--- src/rtl/alu_pkg.sv ---
// Shared definitions for the Mini-ALU initiator blocks: operand width,
// ALU control codes, sequencer state encoding and opcode legality check.
package alu_pkg;

    localparam int ALU_WIDTH = 6;

    localparam logic [3:0] OP_AND = 4'b0000;
    localparam logic [3:0] OP_OR  = 4'b0001;
    localparam logic [3:0] OP_ADD = 4'b0010;
    localparam logic [3:0] OP_SLL = 4'b0011;
    localparam logic [3:0] OP_XOR = 4'b0100;
    localparam logic [3:0] OP_SUB = 4'b0110;
    localparam logic [3:0] OP_SRA = 4'b0111;
    localparam logic [3:0] OP_SLT = 4'b1000;

    typedef enum logic [1:0] {
        ST_IDLE = 2'd0,
        ST_EXEC = 2'd1,
        ST_RESP = 2'd2
    } state_t;

    function automatic logic is_legal_op(input logic [3:0] op);
        case (op)
            OP_AND, OP_OR, OP_ADD, OP_SLL,
            OP_XOR, OP_SUB, OP_SRA, OP_SLT: return 1'b1;
            default:                        return 1'b0;
        endcase
    endfunction

endpackage

--- src/rtl/alu_resp_reg.sv ---
// Response holding register: captures a result on load and holds it
// stable on the valid/ready stream until the consumer takes it.
module alu_resp_reg #(
    parameter int W = 6
) (
    input  logic         clk,
    input  logic         rst,
    input  logic         load,
    input  logic [W-1:0] load_data,
    input  logic         load_carry,
    input  logic         load_zero,
    input  logic         load_err,
    input  logic         ready,
    output logic         valid,
    output logic [W-1:0] data,
    output logic         carry,
    output logic         zero,
    output logic         err
);

    always_ff @(posedge clk or posedge rst) begin
        if (rst) begin
            valid <= 1'b0;
            data  <= '0;
            carry <= 1'b0;
            zero  <= 1'b0;
            err   <= 1'b0;
        end else if (load) begin
            valid <= 1'b1;
            data  <= load_data;
            carry <= load_carry;
            zero  <= load_zero;
            err   <= load_err;
        end else if (valid && ready) begin
            // payload is left in place; only the valid flag drops
            valid <= 1'b0;
        end
    end

endmodule

--- src/rtl/alu_cmd_sequencer.sv ---
// Initiator for the combinational Mini-ALU: takes commands, drives registered
// operands, captures the ALU result one cycle later and returns it as a response.
module alu_cmd_sequencer
    import alu_pkg::*;
#(
    parameter int WIDTH = ALU_WIDTH,
    parameter int CNT_W = 8
) (
    input  logic             clk,
    input  logic             rst,
    input  logic             cmd_valid,
    output logic             cmd_ready,
    input  logic [3:0]       cmd_op,
    input  logic [WIDTH-1:0] cmd_a,
    input  logic [WIDTH-1:0] cmd_b,
    input  logic             cmd_use_acc,
    output logic [3:0]       alu_ctrl,
    output logic [WIDTH-1:0] alu_a,
    output logic [WIDTH-1:0] alu_b,
    input  logic [WIDTH-1:0] alu_out,
    input  logic             alu_carry,
    input  logic             alu_zero,
    output logic             res_valid,
    input  logic             res_ready,
    output logic [WIDTH-1:0] res_data,
    output logic             res_carry,
    output logic             res_zero,
    output logic             res_err,
    output logic [CNT_W-1:0] done_count
);

    state_t           state_reg, state_next;
    logic             live_reg;
    logic [3:0]       ctrl_reg;
    logic [WIDTH-1:0] a_reg, b_reg, acc_reg;
    logic [CNT_W-1:0] count_reg;
    logic             load_cmd, capture, legal;

    // live_reg keeps cmd_ready low while reset is held and for the first edge after it
    assign cmd_ready = live_reg &&
                       ((state_reg == ST_IDLE) || ((state_reg == ST_RESP) && res_ready));
    assign legal     = is_legal_op(ctrl_reg);

    always_comb begin
        state_next = state_reg;
        load_cmd   = 1'b0;
        capture    = 1'b0;
        case (state_reg)
            ST_IDLE: begin
                if (cmd_valid && cmd_ready) begin
                    load_cmd   = 1'b1;
                    state_next = ST_EXEC;
                end
            end
            ST_EXEC: begin
                capture    = 1'b1;
                state_next = ST_RESP;
            end
            ST_RESP: begin
                if (res_ready) begin
                    if (cmd_valid && cmd_ready) begin
                        load_cmd   = 1'b1;
                        state_next = ST_EXEC;
                    end else begin
                        state_next = ST_IDLE;
                    end
                end
            end
            default: state_next = ST_IDLE;
        endcase
    end

    always_ff @(posedge clk or posedge rst) begin
        if (rst) begin
            state_reg <= ST_IDLE;
            live_reg  <= 1'b0;
            ctrl_reg  <= '0;
            a_reg     <= '0;
            b_reg     <= '0;
            acc_reg   <= '0;
            count_reg <= '0;
        end else begin
            state_reg <= state_next;
            live_reg  <= 1'b1;
            if (load_cmd) begin
                ctrl_reg <= cmd_op;
                a_reg    <= cmd_use_acc ? acc_reg : cmd_a;
                b_reg    <= cmd_b;
            end
            if (capture && legal) begin
                acc_reg <= alu_out;
            end
            if (res_valid && res_ready) begin
                count_reg <= count_reg + 1'b1;
            end
        end
    end

    // illegal opcodes report an error with all result fields forced to zero
    alu_resp_reg #(.W(WIDTH)) u_resp (
        .clk        (clk),
        .rst        (rst),
        .load       (capture),
        .load_data  (legal ? alu_out : '0),
        .load_carry (legal & alu_carry),
        .load_zero  (legal & alu_zero),
        .load_err   (~legal),
        .ready      (res_ready),
        .valid      (res_valid),
        .data       (res_data),
        .carry      (res_carry),
        .zero       (res_zero),
        .err        (res_err)
    );

    assign alu_ctrl   = ctrl_reg;
    assign alu_a      = a_reg;
    assign alu_b      = b_reg;
    assign done_count = count_reg;

endmodule

--- config.mk ---
export PLATFORM = sky130hd
export DESIGN_NAME = alu_cmd_sequencer
export DESIGN_NICKNAME = d
export VERILOG_FILES = /design/src/rtl/alu_pkg.sv /design/src/rtl/alu_resp_reg.sv /design/src/rtl/alu_cmd_sequencer.sv
export SDC_FILE = /design/constraint.sdc
export NUM_CORES = 1
export LEC_CHECK = 0
export CAP_MARGIN = 20
export CORE_MARGIN = 3
export CORE_UTILIZATION = 44
export CTS_CLUSTER_DIAMETER = 150
export DETAILED_ROUTE_END_ITERATION = 10
export PLACE_DENSITY = 0.78
export SKIP_LAST_GASP = 1
export SLEW_MARGIN = 20
export SYNTH_ARGS = -nofsm -noshare
export SYNTH_HDL_FRONTEND = slang
export SYNTH_SLANG_ARGS = --single-unit
--- constraint.sdc ---
create_clock -name clk -period 2.1 [get_ports clk]
set_clock_uncertainty 0.05 [all_clocks]
set_input_delay 0.525 -clock clk [delete_from_list [all_inputs] [get_ports clk]]
set_output_delay 0.525 -clock clk [all_outputs]
set_load 0.05 [all_outputs]
# ---- Yosys cells after proc, flatten, opt, wreduce, memory -nomap -nowiden
# Memory sizes are Yosys's and may differ from the RTL's.
# Index checks and enable logic that the tools add are counted.
dict set report word_totals {
  n_memories 1
  latch_bits 0
  elab_cells 42
  in_bits 29
  rom_bits 16
  mem_bits_rw 0
  register_bits 43
  output_inout_bits 35
}
dict set report classes {
  multipliers 0
  n_mux 12
  eq_ne 4
  reduce_logical 9
  addsub 1
  div 0
  n_shift 0
  n_lt_le_gt_ge 0
  n_bitwise 3
}
# name depth word_bits rd rd_clocked_by_memory_dff write_ports line_no
set memory_table {}
lappend memory_table {{(name not given)} 16 1 1 0 0 alu_pkg.sv:23} ;# case (op)
# operator count
set op_table {}
lappend op_table {{two-way mux 6 bit} 2}
lappend op_table {{adder 8 x 1 -> 8 bit (second input constant)} 1}
lappend op_table {{two-way mux 1 bit} 6}
lappend op_table {{case mux 2 bit (3 select lines)} 1}
lappend op_table {{logical AND 1 bit} 5}
lappend op_table {{two-way mux 2 bit} 2}
lappend op_table {{bitwise AND 1 bit} 2}
lappend op_table {{== test 2 x 1 -> 1 bit (second input constant)} 1}
lappend op_table {{== test 2 bit (second input constant)} 1}
lappend op_table {{logical NOT 2 bit} 1}
lappend op_table {{!= test 2 x 1 -> 1 bit (second input constant)} 1}
lappend op_table {{!= test 2 bit (second input constant)} 1}
lappend op_table {{case mux 1 bit (2 select lines)} 1}
lappend op_table {{AND reduction 2 bit} 1}
lappend op_table {{nonzero test 2 bit} 1}
lappend op_table {{logical OR 1 bit} 1}
lappend op_table {{inverter 1 bit} 1}

# ---- Longest topological paths before layout
# Gate-level depths: netlist of the first run.
dict set report depth {
  ltp_word 8
  depth_mapped 4
  depth_no_buf 3
}

# ---- Hierarchy
# A second synthesis of the first run with hierarchy kept.
dict set report hier_totals {
  cells_unflattened 128
  area_unflattened_um2 1908.1
}
# module n_inst seq_area_each_um2 cells_per_inst area_per_inst_um2
set modules_own_cells {}
lappend modules_own_cells {alu_cmd_sequencer 1 825.8 105 1495.2}
lappend modules_own_cells {alu_resp_reg 1 250.2 23 412.9}

# ---- Worst setup path after synthesis of the first run
# OpenSTA, ideal clock, no wires.
dict set report synth_path {
  path_kind {register -> register}
  from {register ctrl_reg[1], in the netlist alu_ctrl[1]}
  to {register acc_reg[5]}
  path_stages_with_launch 5
  setup_ns 0.125
  synth_period_minus_slack_ns 1.791
  setup_slack_ns 0.309
  t_required_ns 1.925
  arrival_time_ns 1.616
  path_buffers 1
  cell_sequence {dfrtp_1 -> nand2b_1 -> a32oi_2 -> buf_6 -> mux2_4}
}
dict set report synth_between {
  elab_chain_len 2
}
# item line_no
set synth_lines {}
lappend synth_lines {{from (decl)} alu_cmd_sequencer.sv:34} ;# logic [3:0] ctrl_reg;
lappend synth_lines {{from (signal assigned)} alu_cmd_sequencer.sv:86} ;# ctrl_reg <= cmd_op;
lappend synth_lines {{memory (16 x 1 bit)} --}
lappend synth_lines {{logical AND 1 bit} alu_cmd_sequencer.sv:90} ;# if (capture && legal) begin
lappend synth_lines {{to (signal assigned)} alu_cmd_sequencer.sv:91} ;# acc_reg <= alu_out;
lappend synth_lines {{to (decl)} alu_cmd_sequencer.sv:35} ;# logic [WIDTH-1:0] a_reg, b_reg, acc_reg;
# No other way between the ends.
# A chain may end at the register's enable or synchronous reset.

# ---- Final worst setup path of the first run
dict set report layout_path {
  from {register b_reg[4], in the netlist alu_b[4]}
  to {output port alu_b[4]}
}
# item line_no
set layout_lines {}
lappend layout_lines {{from (decl)} alu_cmd_sequencer.sv:35}
lappend layout_lines {{from (signal assigned)} alu_cmd_sequencer.sv:88} ;# b_reg <= cmd_b;
lappend layout_lines {{to (decl)} alu_cmd_sequencer.sv:19} ;# output logic [WIDTH-1:0] alu_b,
# No word-level cell between the ends.

==> results.cfg, run 1 <==
[min_path]
hold_class = register to register

[synthesis]
yosysWarnings = 0
async_flop_share = 1.00
synth_area_um2 = 1830
syn_inst = 135
syn-num-nets = 165
yosysSeqAreaShare = 0.587
synthTopCellsByArea = dfrtp_1 (59%), mux2_2 (12%), mux2_4 (8.2%), xnor2_1 (3.3%), o21ai_0 (3.0%)
synth_largest_area_cell = dfrtp_1
ys_types = 25
yosysMostFrequentCell = dfrtp_1
ys_seq_elements = 43
synth.top_cells.by_count = dfrtp_1 (43), mux2_2 (19), inv_1 (12)
synth_top_cell_area_share = 0.587
synth_flop_cell = dfrtp_1
avgSynthCellArea_um2 = 13.6
synth-edff-count = 0

[power]
ir_drop_mv = 0.863
power.internal_uw = 2030
power_density_nw_per_um2 = 1320
power.total_uw = 3490
p_sw_frac = 0.418
combPwrFrac = 0.469
pwr-share-clk = 0.160
power_switching_uw = 1460
p_leak_uw = 0.00122
p_seq_frac = 0.371

[setup_path]
cp_top_family = buffers and inverters
critical_path_arrival_ns = 1.50
start_kind = register
end_kind = output port
worst-path-buf-inv = 1
cp_slowest_cell = clkdlybuf4s50_1
worstSetupPathType = register to output port
crit_path_max_incr_delay_ns = 0.83
cp_cell_sequence = clkdlybuf4s50_1
path_max_fanout = 2
crit_required_ns = 1.52

[sta]
worst_slack_ns = 0.0248
rsz0062_at_grt = no
min_period_ns = 2.08
hold_viol = 0
finalSetupViolCount = 0
timing.fmax_mhz = 482
tightest_slew_ns = 0.613
finalMaxSlewViolations = 0
relSlewSlack = 0.591
holdWs_ns = 0.432
fin_crit_sh = 0.988

[cells_and_area]
antennaDiodeCount = 0
syn_to_final_growth_pct = 44.0
final_nets = 236
final_area_um2 = 2640
drive_gt1_frac = 0.290
largest_reg_flops = 8

[grt]
grt_pass1_vias = 1305
grt_pass1_wl_um = 6420
grt_max_degree = 44
antenna_found_initial = 0
track_usage = 0.169
grt_overflow = 0

[detailed_routing]
via_per_inst = 4.84
top_layer = met4
wl_met1_um = 1600
drtAntennaViolNets = 0
wl_met2_um = 1900
drc = 0
drtIter0Drc = 70
totalWireLength_um = 3810
avgRoutedWirePerCell_um = 14.9
vias = 1233
wl_met3_um = 245
drt-pass1-iter-count = 4

[clock_tree]
clkSinkCount = 43
path_clk_slew_ns = 0.07
cts_root_buffer = clkbuf_8
clk_path_buf_depth = 2
clkLatencyLatePin_ns = 0.29
cts_made_buffers = 5
cts_hold_buf = 0
cts.repair.resized = 3
cts_setup_buffers = 0
h-tree-depth = 2
cts_tree = yes

[place]
place_area_um2 = 2530
pre_cts_ws_ns = -0.0308
io_buffer_count = 63
gp_congestion = 0.784
dp_hpwl_um = 2960

[floorplanning]
die_x_um = 70.5
die-area_um2 = 4970
rows = 22
die_h_um = 70.5
num_io_pins = 64
start_util = 0.479
fp.coreArea_um2 = 3830

[flow_run]
drv_cap = 0

[run_status]
status = finished, final reports clean
-- path summary, 6_finish.rpt --
kind | start | slack, ns | cells past startpoint | to
max | alu_b[4] | 0.02 | 1 | alu_b[4]
min | u_resp.data[0] | 0.43 | 2 | u_resp.data[0]
max reg2reg | state_reg[0] | 0.39 | 3 | acc_reg[1]
min reg2reg | u_resp.data[0] | 0.43 | 2 | u_resp.data[0]
max in group asynchronous | rst | 1.28 | 3 | u_resp.data[0]
min in group asynchronous | rst | 0.52 | 3 | alu_b[2]
-- kinds of logic (layout without fill, tap and decap cells) --
logic type                 count (synthesis)  count (layout)  share of synthesized area
muxes                                     29              29                      0.199
buffers and inverters                     16              88                     0.0410
AOI/OAI and AO/OA                         13              13                     0.0430
and+or+nand+nor                           25              25                     0.0874
xor gates and xnor gates                   7               7                     0.0335
adders and majority gates                  1               1                    0.00683
DFF                                       43              43                      0.587
other                                      1               1                    0.00205
-- layout make-up --
| type | instances | area (um^2) |
|---|---|---|
| fillers | 272 | 1190 |
| inverters | 12 | 45.0 |
| repair buffers | 68 | 669 |
| well taps | 48 | 60.1 |
| multi-input cells | 76 | 687 |
| flip-flops and latches | 43 | 1080 |
| clock buffers | 8 | 100 |
-- power groups by stage --
stage / registers, uW / logic, uW / clock network, uW
finish: 1300 / 1640 / 559
global route: 1340 / 1710 / 614
CTS: 1300 / 1650 / 578
detailed placement: 1310 / 1650 / 0
global placement: 1290 / 1620 / 0
floorplan: 1990 / 383 / 0
-- routing by layer --
metal,GRT usage,vias up
met5,0,-
met4,0.0702,0
met3,0.0547,7
met2,0.272,41
met1,0.209,587
li1,-,598
-- cells in the final DEF (no fill, tap or decap), types with 2 or more instances in the layout --
cell / instances
clkdlybuf4s50_1: 48
dfrtp_1: 43
mux2_2: 19
buf_4: 16
inv_1: 11
o21ai_0: 11
nand2_1: 11
mux2_4: 10
xnor2_1: 7
clkbuf_8: 7
nand4_1: 3
buf_12: 3
and4_1: 2
-- metrics by stage --
| stage | std cells | utilization | setup TNS, ns |
|---|---|---|---|
| after detailed placement | 247 | 0.662 | -0.0308 |
| after global routing | 255 | 0.689 | 0 |
| after global placement | 247 | 0.662 | -0.0362 |
| after floorplan | 135 | - | 0 |
| after CTS | 255 | 0.689 | 0 |
| final | 255 | 0.689 | 0 |
No activity file was read; power rests on OpenSTA's default activity.
==> run 2, diff against run 1 <==
RECOVER_POWER = 25   (was default)
==> results.cfg, run 2 (synthesis gave the netlist of run 1 again) <==
[clock_tree]
cts_setup_buffers = 0
clkSinkCount = 43
clkLatencyLatePin_ns = 0.29
h-tree-depth = 2
path_clk_slew_ns = 0.07
cts_hold_buf = 0
cts_made_buffers = 5
clk_path_buf_depth = 2
cts_tree = yes
cts_root_buffer = clkbuf_8

[floorplanning]
die-area_um2 = 4970
die_h_um = 70.5
rows = 22
start_util = 0.479
die_x_um = 70.5
num_io_pins = 64
fp.coreArea_um2 = 3830

[min_path]
min_to = u_resp.data[0]
worstHoldPathCells = 2
holdCritStartpoint = u_resp.data[0]
hold_class = register to register

[setup_path]
cp_slowest_cell = clkdlybuf4s50_1
cp_cell_sequence = clkdlybuf4s50_1
worst-path-buf-inv = 1
crit_cells = 1
timing.rr.end = acc_reg[1]
regToRegSetupSlack_ns = 0.39
regToRegStartpoint = state_reg[0]
crit_required_ns = 1.52
cp_top_family = buffers and inverters
crit_path_max_incr_delay_ns = 0.83
worstSetupPathType = register to output port
start_kind = register
end_kind = output port
reg2regPathDepth = 3
path_max_fanout = 2
critical_path_arrival_ns = 1.50

[detailed_routing]
via_per_inst = 4.84
drtAntennaViolNets = 0
drc = 0
avgRoutedWirePerCell_um = 15.0
totalWireLength_um = 3820
drt-pass1-iter-count = 4
drtIter0Drc = 70
vias = 1234

[place]
dp_hpwl_um = 2960
io_buffer_count = 63
gp_congestion = 0.784

[cells_and_area]
final_common_cell = clkdlybuf4s50_1
antennaDiodeCount = 0
final_util = 0.685
largest_reg_flops = 8
drive_gt1_frac = 0.290
final_nets = 236
syn_to_final_growth_pct = 43.2
final_cell_mix = clkdlybuf4s50_1 (47), dfrtp_1 (43), mux2_2 (19), buf_4 (16)

[sta]
relSlewSlack = 0.314
min_period_ns = 2.08
tightest_slew_ns = 1.03
rsz0062_at_grt = no
fin_crit_sh = 0.990
timing.fmax_mhz = 481
hold_viol = 0
finalMaxSlewViolations = 0
finalSetupViolCount = 0

[grt]
track_usage = 0.169
grt_pass1_vias = 1305
grt_overflow = 0
grt_max_degree = 44
grt_pass1_wl_um = 6420
antenna_found_initial = 0

[power]
power.total_uw = 3490
p_leak_uw = 0.00121
ir_drop_mv = 0.863
power_density_nw_per_um2 = 1330

[flow_run]
drv_cap = 0

[run_status]
status = finished, final reports clean
-- run 2: layout make-up --
| cell class | instances | area (um^2) |
|---|---|---|
| sequential | 43 | 1080 |
| multi-input combinational | 76 | 687 |
| inverter | 12 | 45.0 |
| tap | 48 | 60.1 |
| timing repair buffer | 68 | 654 |
| fill | 274 | 1200 |
| clock buffer | 8 | 100 |
-- run 2: power by group --
group | switching [uW] | total, uW | internal (uW)
combinational | 999 | 1630 | 633
clock | 259 | 559 | 300
sequential | 202 | 1300 | 1090
-- run 2: worst max path at each step --
stage           startpoint         end
2_1_floorplan  alu_ctrl[1]  acc_reg[5]
3_3_place_gp     res_ready   cmd_ready
3_5_place_dp     res_ready   cmd_ready
4_1_cts           alu_b[4]    alu_b[4]
5_1_grt           alu_b[4]    alu_b[4]
6_report          alu_b[4]    alu_b[4]
-- run 2: what timing repair did --
action                                  CTS  global route
endpoints found under the setup margin    1             0
endpoints found under the hold margin     0             0
resized for setup                         3             0
-- run 2: layer usage --
layer	track usage	share of wire
met1	0.209	0.42
met2	0.272	0.50
met4	0.0702	0.017
met3	0.0547	0.064
met5	0	0
-- run 2: metrics by stage --
step                      area, um^2  setup TNS [ns]  instances  hold slack [ns]  setup slack (ns)
after CTS                       2640               0        255            0.438            0.0229
final                           2620               0        255            0.432            0.0217
after global routing            2620               0        255            0.461           0.00133
after detailed placement        2530         -0.0308        247            0.420           -0.0308
after global placement          2530         -0.0362        247            0.411           -0.0362
after floorplan                 1830               0        135            0.424             0.309
==> run 3, diff against run 2 <==
SLEW_MARGIN = 10   (was 20)
==> results of run 3 <==
The final DEF is identical to that of run 2; final timing and power are the same.
